## config.mk

```make
export PLATFORM = sky130hd
export DESIGN_NAME = ripple_adder_10b
export DESIGN_NICKNAME = d
export VERILOG_FILES = /design/src/rtl/ripple_adder_10b_pkg.sv /design/src/rtl/ripple_adder_10b_full_adder_cell.sv /design/src/rtl/ripple_adder_10b.sv
export SDC_FILE = /design/constraint.sdc
export NUM_CORES = 1
export LEC_CHECK = 0
export CAP_MARGIN = 20
export CORE_UTILIZATION = 37
export CTS_CLUSTER_SIZE = 14
export DETAILED_ROUTE_END_ITERATION = 8
export PLACE_DENSITY = 0.77
export REMOVE_ABC_BUFFERS = 1
export SYNTH_ARGS = -nofsm -noshare
export SYNTH_HDL_FRONTEND = slang
export SYNTH_SLANG_ARGS = --single-unit
```

## constraint.sdc

```tcl
create_clock -name clk -period 0.8 [get_ports clk]
set_input_delay 0.12 -clock clk [delete_from_list [all_inputs] [get_ports clk]]
set_output_delay 0.12 -clock clk [all_outputs]
set_load 0.1 [all_outputs]
```

## src/rtl/ripple_adder_10b_pkg.sv

```systemverilog
// Shared definitions for the 10-bit processor datapath.
// The word width is also used by the ALU and the register file.
package ripple_adder_10b_pkg;

    localparam int DATA_W = 10;

endpackage

```

## src/rtl/ripple_adder_10b_full_adder_cell.sv

```systemverilog
// Single-bit full adder. The ripple adder chains one of these per bit.
module full_adder_cell (
    input  logic a,
    input  logic b,
    input  logic ci,
    output logic s,
    output logic co
);

    logic halfSum;

    assign halfSum = a ^ b;
    assign s       = halfSum ^ ci;
    assign co      = (a & b) | (ci & halfSum);

endmodule

```

## src/rtl/ripple_adder_10b.sv

```systemverilog
// Registered ripple-carry adder: a full_adder_cell chain feeding one output register.
// Define RIPPLE_ADDER_OVF_EN to add a registered signed-overflow output (ovf).
module ripple_adder_10b
    import ripple_adder_10b_pkg::*;
#(
    parameter int WIDTH = DATA_W
) (
    input  logic             clk,
    input  logic             rst_n,
    input  logic             in_valid,
    input  logic [WIDTH-1:0] A,
    input  logic [WIDTH-1:0] B,
    input  logic             cin,
    output logic [WIDTH-1:0] sum,
    output logic             cout,
`ifdef RIPPLE_ADDER_OVF_EN
    output logic             ovf,
`endif
    output logic             out_valid
);

    logic [WIDTH:0]   carry;
    logic [WIDTH-1:0] sumComb;

    logic [WIDTH-1:0] sum_d, sum_q;
    logic             cout_d, cout_q;
    logic             valid_q;

    assign carry[0] = cin;

    for (genvar gi = 0; gi < WIDTH; gi++) begin : g_chain
        full_adder_cell u_fa (
            .a  (A[gi]),
            .b  (B[gi]),
            .ci (carry[gi]),
            .s  (sumComb[gi]),
            .co (carry[gi+1])
        );
    end

    // Results are captured only on qualified cycles; otherwise the last result is held.
    always_comb begin
        sum_d  = sum_q;
        cout_d = cout_q;
        if (in_valid) begin
            sum_d  = sumComb;
            cout_d = carry[WIDTH];
        end
    end

    always_ff @(posedge clk or negedge rst_n) begin
        if (!rst_n) begin
            sum_q   <= '0;
            cout_q  <= 1'b0;
            valid_q <= 1'b0;
        end else begin
            sum_q   <= sum_d;
            cout_q  <= cout_d;
            valid_q <= in_valid;
        end
    end

`ifdef RIPPLE_ADDER_OVF_EN
    logic ovf_d, ovf_q;

    // Signed overflow: carry into the sign bit differs from carry out of it.
    always_comb begin
        ovf_d = ovf_q;
        if (in_valid) begin
            ovf_d = carry[WIDTH] ^ carry[WIDTH-1];
        end
    end

    always_ff @(posedge clk or negedge rst_n) begin
        if (!rst_n) begin
            ovf_q <= 1'b0;
        end else begin
            ovf_q <= ovf_d;
        end
    end

    assign ovf = ovf_q;
`endif

    assign sum       = sum_q;
    assign cout      = cout_q;
    assign out_valid = valid_q;

endmodule

```

; ---- Word level (Yosys, flattened, before mapping)
; Index checks and enable logic that the tools add are counted.
[word_totals]
register_bits = 12
inputBits = 24
elab_cells = 53
[op_classes]
bitwise = 50
[op_table]
columns = cell, count
row1 = AND 1 bit, 20
row2 = XOR 1 bit, 20
row3 = bitwise OR 1 bit, 10

; ---- Depth between registers and ports, before layout
; Gate-level depths: netlist of run 1.
[depth]
ltp_word = 21
mapped_depth = 14
depth_no_buf = 14

; ---- Hierarchy
; Synthesis of run 1 repeated with hierarchy kept, for this count alone.
[unflattened]
cells_unflattened = 34
hier_area_um2 = 673.1
[by_module_without_submodules]
columns = mod, n_inst, cells_per_inst, area_per_inst_um2
row1 = ripple_adder_10b, 1, 24, 473.0
row2 = full_adder_cell, 10, 1, 20.0

; ---- Worst setup path before layout of run 1
; Ideal clock, no wire load.
[synth_path]
path_kind = in2reg
startpoint = input port A[0]
endpoint = register sum_q[9] (netlist: sum[9])
setup_ns = 0.078
arrival_time_ns = 3.972
t_required_ns = 0.722
setup_slack_ns = -3.250
cell_stages = 14
n_path_buf = 0
cell_sequence = inv_1 fa_1 inv_1 fa_1 fa_1 fa_1 fa_1 fa_1 fa_1 fa_1 fa_1 inv_1 fa_1 a21oi_1
[synth_via]
elab_chain_len = 20
[synth_lines]
columns = item, line
row1 = from (decl), ripple_adder_10b.sv:11  ; input logic [WIDTH-1:0] A,
row2 = XOR 1 bit, ripple_adder_10b_full_adder_cell.sv:12  ; assign halfSum = a ^ b;
row3 = AND 1 bit, ripple_adder_10b_full_adder_cell.sv:14  ; assign co = (a & b) | (ci & halfSum);
row4 = bitwise OR 1 bit *, ripple_adder_10b_full_adder_cell.sv:14
row5 = AND 1 bit *, ripple_adder_10b_full_adder_cell.sv:14
row6 = bitwise OR 1 bit *, ripple_adder_10b_full_adder_cell.sv:14
row7 = AND 1 bit *, ripple_adder_10b_full_adder_cell.sv:14
row8 = bitwise OR 1 bit *, ripple_adder_10b_full_adder_cell.sv:14
row9 = AND 1 bit *, ripple_adder_10b_full_adder_cell.sv:14
row10 = [4 not listed], --
row11 = bitwise OR 1 bit *, ripple_adder_10b_full_adder_cell.sv:14
row12 = AND 1 bit *, ripple_adder_10b_full_adder_cell.sv:14
row13 = bitwise OR 1 bit *, ripple_adder_10b_full_adder_cell.sv:14
row14 = AND 1 bit *, ripple_adder_10b_full_adder_cell.sv:14
row15 = bitwise OR 1 bit *, ripple_adder_10b_full_adder_cell.sv:14
row16 = AND 1 bit *, ripple_adder_10b_full_adder_cell.sv:14
row17 = bitwise OR 1 bit *, ripple_adder_10b_full_adder_cell.sv:14
row18 = XOR 1 bit *, ripple_adder_10b_full_adder_cell.sv:13  ; assign s = halfSum ^ ci;
row19 = to (signal assigned), ripple_adder_10b.sv:57  ; sum_q <= sum_d;
row20 = to (decl), ripple_adder_10b.sv:25  ; logic [WIDTH-1:0] sum_d, sum_q;
; Every way passes the cells marked *; elsewhere a longest branch is shown, timed or not.
; A chain may end at the register's enable or synchronous reset.

; ---- Final worst setup path of run 1
[layout_path]
startpoint = input port B[0]
endpoint = register sum_q[9] (netlist: sum[9])
[layout_via]
elab_chain_len = 20
[layout_lines]
columns = item, line
row1 = from (decl), ripple_adder_10b.sv:12  ; input logic [WIDTH-1:0] B,
row2 = XOR 1 bit, ripple_adder_10b_full_adder_cell.sv:12
row3 = AND 1 bit, ripple_adder_10b_full_adder_cell.sv:14
row4 = bitwise OR 1 bit *, ripple_adder_10b_full_adder_cell.sv:14
row5 = AND 1 bit *, ripple_adder_10b_full_adder_cell.sv:14
row6 = bitwise OR 1 bit *, ripple_adder_10b_full_adder_cell.sv:14
row7 = AND 1 bit *, ripple_adder_10b_full_adder_cell.sv:14
row8 = bitwise OR 1 bit *, ripple_adder_10b_full_adder_cell.sv:14
row9 = AND 1 bit *, ripple_adder_10b_full_adder_cell.sv:14
row10 = [4 not listed], --
row11 = bitwise OR 1 bit *, ripple_adder_10b_full_adder_cell.sv:14
row12 = AND 1 bit *, ripple_adder_10b_full_adder_cell.sv:14
row13 = bitwise OR 1 bit *, ripple_adder_10b_full_adder_cell.sv:14
row14 = AND 1 bit *, ripple_adder_10b_full_adder_cell.sv:14
row15 = bitwise OR 1 bit *, ripple_adder_10b_full_adder_cell.sv:14
row16 = AND 1 bit *, ripple_adder_10b_full_adder_cell.sv:14
row17 = bitwise OR 1 bit *, ripple_adder_10b_full_adder_cell.sv:14
row18 = XOR 1 bit *, ripple_adder_10b_full_adder_cell.sv:13
; Marked as above.

==> results.tsv, run 1 <==
metric	value	unit
GPL Wtd Cong	0.663	
Synth Instances	44	
Die Y-Extent	44.5	um
antenna cells	0	
Synth Cell Area	669	um^2
main flop type after synthesis	dfrtp_1	
Synth async-reset ratio	100	%
maximum VDD drop	1.79	mV
CTS Sinks	12	
clock-pin slew of the registers on the worst-case setup and hold paths	0.08	ns
crit end category	flip-flop	
TritonCTS clock tree	done	
Ports	36	
final period utilization	462	%
Avg Synthesized Cell Area	15.2	um^2
CP Class	in2reg	
H-tree depth	1	
Skew-Pair Late Insertion Delay	0.27	ns
dominant cell by count in the synthesized netlist	dfrtp_1	
routed vias	498	
final net count	126	
Critical Path Start	B[0]	
fin crit period	3.69	ns
crit start category	primary input	
Final Non-Filler Cells	116	
failing checks	negative setup slack	
cell area after layout	1330	um^2
drc violations	0	
antenna violations before repair	0	
DR iter-0 viols	0	
Worst R2R Start	sum[4]	
ANT nets after route	0	
number of global-route vias before repair	570	
Worst Path Required	1.00	ns
GRT overflow	0	
Final setup viols	22	
FF+latch count, synth	12	
Syn. warnings	0	
placed cells	107	
routed vias/inst	4.29	
Row Count	15	
Distinct cells, synth	8	
synthesis-to-layout area growth	97.9	%
RSZ-0062 raised after global routing	yes	
largest net degree at the start of global routing	13	
max_slew headroom	89.4	%
final setup margin	-2.89	ns
initial core utilization	39.2	%
commonest cells in the netlist	dfrtp_1 (12), fa_1 (10), inv_1 (7)	
first-pass GRT wire length	2530	um
Pleak	0.000595	uW
number of synthesized flops with an enable pin	0	
top cells by area, synth	dfrtp_1 (45%), fa_1 (30%), mux2_4 (9.0%), mux2_2 (6.7%), inv_1 (3.9%)	
Tot Pwr	3440	uW
Setup TNS Final	-19.27	ns
maxcap violations	0	
Synth top area share	44.9	%
cell taking the most area after synthesis	dfrtp_1	
CTS max path bufs	2	
Final Max Tran Viols	0	
CTS Hold Bufs	0	
WL final	1490	um
Die Span X	44.5	um
DIE AREA	1980	um^2
CTS buffer count	3	
CTS root buf	clkbuf_4	
PortBufs	35	
Final Skew	0	ns
final hold violation count	0	
DP Wirelength	1260	um
Pwr per Cell Area	2590	nW/um^2
WL/cell	12.9	um
CP arrival	3.90	ns
Hold WC Path Type	in2async	
core area	1710	um^2
maximum clock rate	271	MHz
status	finished, violations left	
Post-DP Area	1200	um^2
register area share after synthesis	44.9	%
layout cell share with drive strength beyond 1	56.0	%
slew at the pin closest to its max-slew limit	0.159	ns
DRT Pass-1 Iters	1	
Max FO, Critical Path	1	
Total GRT Usage	18.5	%
## cell families after synthesis
kind of cell / Yosys count / share of synthesized area (%)
AO/OA/AOI/OAI: 3 / 2.24
AND/OR/NAND/NOR: 3 / 1.68
multiplexers: 8 / 15.7
adder cells (fa/ha/maj): 10 / 29.9
buffers and inverters: 8 / 5.61
flip-flops: 12 / 44.9
## stage by stage
stage,hold WS [ns],utilization (%),worst slack [ns]
final,0.174,77.6,-2.89
after floorplan,-0.176,-,-3.25
after global routing,0.172,77.6,-2.96
after detailed placement,0.469,70.4,-3.94
after CTS,0.167,76.5,-3.16
after global placement,0.458,70.4,-3.77
## state kept, by name, summed over array words and instances, names as in the netlist
signal	cells
cout	1
sum	10
out_valid	1
## path summary, 6_finish.rpt
kind | cells past startpoint | slack [ns] | endpoint
max reg2reg | 2 | -0.13 | sum[4]
max | 15 | -2.89 | sum[9]
min in group clk | 4 | 0.25 | sum[0]
min reg2reg | 1 | 0.58 | sum[6]
max in group asynchronous | 2 | 0.52 | sum[6]
min | 2 | 0.17 | cout
## worst max-delay path: stages
cell and delay, ns:
buf_6 0.09, inv_2 0.05, fa_2 0.19, inv_2 0.04
fa_2 0.34, fa_2 0.35, fa_2 0.35, fa_2 0.35
fa_2 0.35, fa_2 0.35, fa_2 0.35, fa_2 0.34
inv_2 0.06, fa_1 0.42, a21oi_2 0.15
## final cells by class
type	count	area, um^2
Inverter	7	28.8
Tap cell	25	31.3
Multi-Input combinational cell	24	373
Fill cell	107	383
Clock buffer	4	36.3
Timing Repair Buffer	44	556
Sequential cell	12	300
## timing repair
action | 4_1_cts | 5_1_grt
gates cloned | 0 | 0
pin swaps | 11 | 11
setup buffers | 3 | 2
resized for setup | 34 | 1
endpoints found under the setup margin | 23 | 23
## metal layers
layer / routed length (um) / global-route usage [%] / share of wire [%] / vias up
li1: - / - / - / 229
met3: 103 / 5.31 / 6.9 / 2
met2: 806 / 30.6 / 54 / 20
met1: 573 / 22.0 / 38 / 247
met4: 10 / 9.09 / 0.67 / 0
met5: 0 / 0 / 0 / -
## power breakdown
part | switching, uW | internal [uW] | leakage (uW)
clock network | 206 | 276 | 0.0000210
logic | 1200 | 890 | 0.000435
registers | 134 | 732 | 0.000139
## cell usage in the layout, fill, tap and decap left out, drive strengths merged
cell type / instances
fa: 10
buf: 24
dfrtp: 12
clkdlybuf4s50: 18
nor2: 3
mux2: 8
dlygate4sd2: 2
inv: 7
a21oi: 3
clkbuf: 4
Power figures use the tool's default switching activity.
==> run 2, diff against run 1 <==
--- a/config.mk
+++ b/config.mk
@@ -6,8 +6,8 @@
 export NUM_CORES = 1
 export LEC_CHECK = 0
 export CAP_MARGIN = 20
+export CORE_ASPECT_RATIO = 1.1
 export CORE_UTILIZATION = 37
-export CTS_CLUSTER_SIZE = 14
 export DETAILED_ROUTE_END_ITERATION = 8
 export PLACE_DENSITY = 0.77
 export REMOVE_ABC_BUFFERS = 1
==> run 2 against run 1 <==
Net effect:
- the run still ends with negative setup slack left
- worst setup slack got worse by 0.044 ns
- via count grew 5.4%
- flip-flop and latch count stayed put
- clock skew unchanged
- power is 1.7% higher
- register-to-register slack got worse by 0.03 ns
- final cell count shrank 5.2%
- critical path type unchanged
- largest cell class unchanged
==> results.tsv, run 2 (synthesis gave the netlist of run 1 again) <==
metric	value	unit	change
status	finished, violations left		unchanged
failing checks	negative setup slack		unchanged
max reg flops	10		unchanged
final hold violation count	0		unchanged
CTS max path bufs	2		unchanged
Total GRT Usage	20.1	%	was 18.5%
synthesis-to-layout area growth	98.9	%	was 97.9%
clock-pin slew of the registers on the worst-case setup and hold paths	0.08	ns	about the same
ANT nets after route	0		unchanged
Max FO, Critical Path	1		unchanged
antenna violations before repair	0		unchanged
final net count	128		was 126
DIE AREA	1980	um^2	about the same
Die Span X	42.6	um	was 44.5 um
Tot Pwr	3490	uW	was 3440 uW
antenna cells	0		unchanged
DRT Pass-1 Iters	4		was 1
WL/cell	16.6	um	was 12.9 um
maxcap violations	0		unchanged
CP top delay family	adder cells		unchanged
PortBufs	35		unchanged
WL final	1830	um	was 1490 um
Worst path slowest cell	fa_1		unchanged
Worst Path Required	1.00	ns	about the same
Skew-Pair Late Insertion Delay	0.26	ns	was 0.27 ns
CP bufs+invs	4		unchanged
commonest cells after routing, fill and taps aside	clkdlybuf4s50_1 (18), buf_12 (13), dfrtp_1 (12)		unchanged
Pwr per Cell Area	2620	nW/um^2	was 2590 nW/um^2
CTS Sinks	12		unchanged
Final Non-Filler Cells	110		was 116
TritonCTS clock tree	done		unchanged
final setup margin	-2.94	ns	was -2.89 ns
Pleak	0.000604	uW	was 0.000595 uW
Final Skew	0	ns	unchanged
Ports	36		unchanged
DP Wirelength	1180	um	was 1260 um
CP arrival	3.94	ns	was 3.90 ns
CTS root buf	clkbuf_4		unchanged
maximum VDD drop	1.77	mV	was 1.79 mV
CTS buffer count	3		unchanged
H-tree depth	1		unchanged
fin crit period	3.74	ns	was 3.69 ns
slew at the pin closest to its max-slew limit	0.150	ns	was 0.159 ns
Cell Chain, Critical Path	buf_6, inv_4, fa_2, inv_2, fa_2, fa_2, fa_2, fa_2, fa_2, fa_2, fa_2, fa_2, inv_2, fa_1, a21oi_2		was buf_6, inv_2, fa_2, inv_2, fa_2, fa_2, fa_2, fa_2, fa_2, fa_2, fa_2, fa_2, inv_2, fa_1, a21oi_2
hold_ws	0.190	ns	was 0.174 ns
routed vias	525		was 498
maximum clock rate	267	MHz	was 271 MHz
crit-path most repeated cell	fa_2		unchanged
Filler Cells Inserted	84		was 107
first-pass GRT wire length	2720	um	was 2530 um
Die Y-Extent	46.6	um	was 44.5 um
CTS Hold Bufs	0		unchanged
Final Max Tran Viols	0		unchanged
GRT overflow	0		unchanged
CP max stage delay	0.41	ns	was 0.42 ns
routed vias/inst	4.77		was 4.29
final period utilization	467	%	was 462%
number of global-route vias before repair	572		was 570
largest net degree at the start of global routing	13		unchanged
layout cell share with drive strength beyond 1	57.0	%	was 56.0%
crit end category	flip-flop		unchanged
max_slew headroom	90.0	%	was 89.4%
Hold WC Path Type	in2async		unchanged
CP Class	in2reg		unchanged
most common cell after layout, fill and taps aside	clkdlybuf4s50_1		unchanged
initial core utilization	41.0	%	was 39.2%
placed cells	98		was 107
Final setup viols	22		unchanged
GPL Wtd Cong	0.763		was 0.663
core area	1630	um^2	was 1710 um^2
drc violations	0		unchanged
RSZ-0062 raised after global routing	yes		unchanged
DR iter-0 viols	8		was 0
Row Count	15		unchanged
crit start category	primary input		unchanged
[run 2: cell count changes in the layout (fill, tap and decap cells not counted)]
cell,change
buf_6,-1
inv_2,-2
buf_4,+3
inv_4,+2
[run 2: final timing paths]
| kind | start | to | slack, ns | depth (start not counted) |
|---|---|---|---|---|
| setup / recovery | A[0] | sum[9] | -2.94 | 15 |
| hold / removal | rst_n | sum[2] | 0.19 | 2 |
| setup reg to reg | sum[2] | sum[2] | -0.16 | 2 |
| hold reg to reg | sum[8] | sum[8] | 0.59 | 1 |
| max in group asynchronous | rst_n | cout | 0.50 | 2 |
| min in group clk | cin | sum[0] | 0.28 | 4 |
[run 2: timing repair]
| action | in CTS | in global routing |
|---|---|---|
| buffers inserted | 7 | 1 |
| endpoints found under the setup margin | 23 | 22 |
| resized for setup | 35 | 3 |
| pin swaps | 11 | 9 |
[run 2: metal layers]
| metal | track usage [%] | share of wire [%] | routed length, um | vias up |
|---|---|---|---|---|
| li1 | - | - | - | 234 |
| met1 | 26.1 | 43 | 792 | 252 |
| met2 | 32.0 | 47 | 857 | 33 |
| met3 | 5.88 | 6.8 | 124 | 6 |
| met4 | 8.13 | 2.8 | 51 | 0 |
| met5 | 0 | 0 | 0 | - |
[run 2: through the flow]
step / util (%) / setup TNS (ns) / setup WS, ns / instance area [um^2]
floorplan: - / -22.99 / -3.25 / 658
global placement: 72.6 / -25.61 / -3.79 / 1180
finish: 81.5 / -19.89 / -2.94 / 1330
CTS: 80.5 / -20.89 / -3.13 / 1310
global route: 81.5 / -20.46 / -2.98 / 1330
detailed placement: 72.6 / -26.62 / -3.93 / 1180
[run 2: area by class of cell]
| cell class | count | area [um^2] | share of cell area, % |
|---|---|---|---|
| clock buffers | 4 | 36.3 | 2.73 |
| multi-input cells | 24 | 373 | 28.0 |
| well taps | 17 | 21.3 | 1.60 |
| flip-flops and latches | 12 | 300 | 22.6 |
| inverters | 7 | 33.8 | 2.54 |
| repair buffers | 46 | 567 | 42.6 |
[run 2: worst reg2reg max path, delay by kind of cell, from the launching register on]
family,cells,cell delay [ns]
buffers and inverters,1,0.16
flip-flops,1,0.42
multiplexers,1,0.27
[run 2: where the power goes]
group / switching (uW) / internal [uW] / total (uW)
logic: 1220 / 921 / 2140
clock network: 203 / 276 / 479
registers: 141 / 731 / 873
total: 1560 / 1930 / 3490
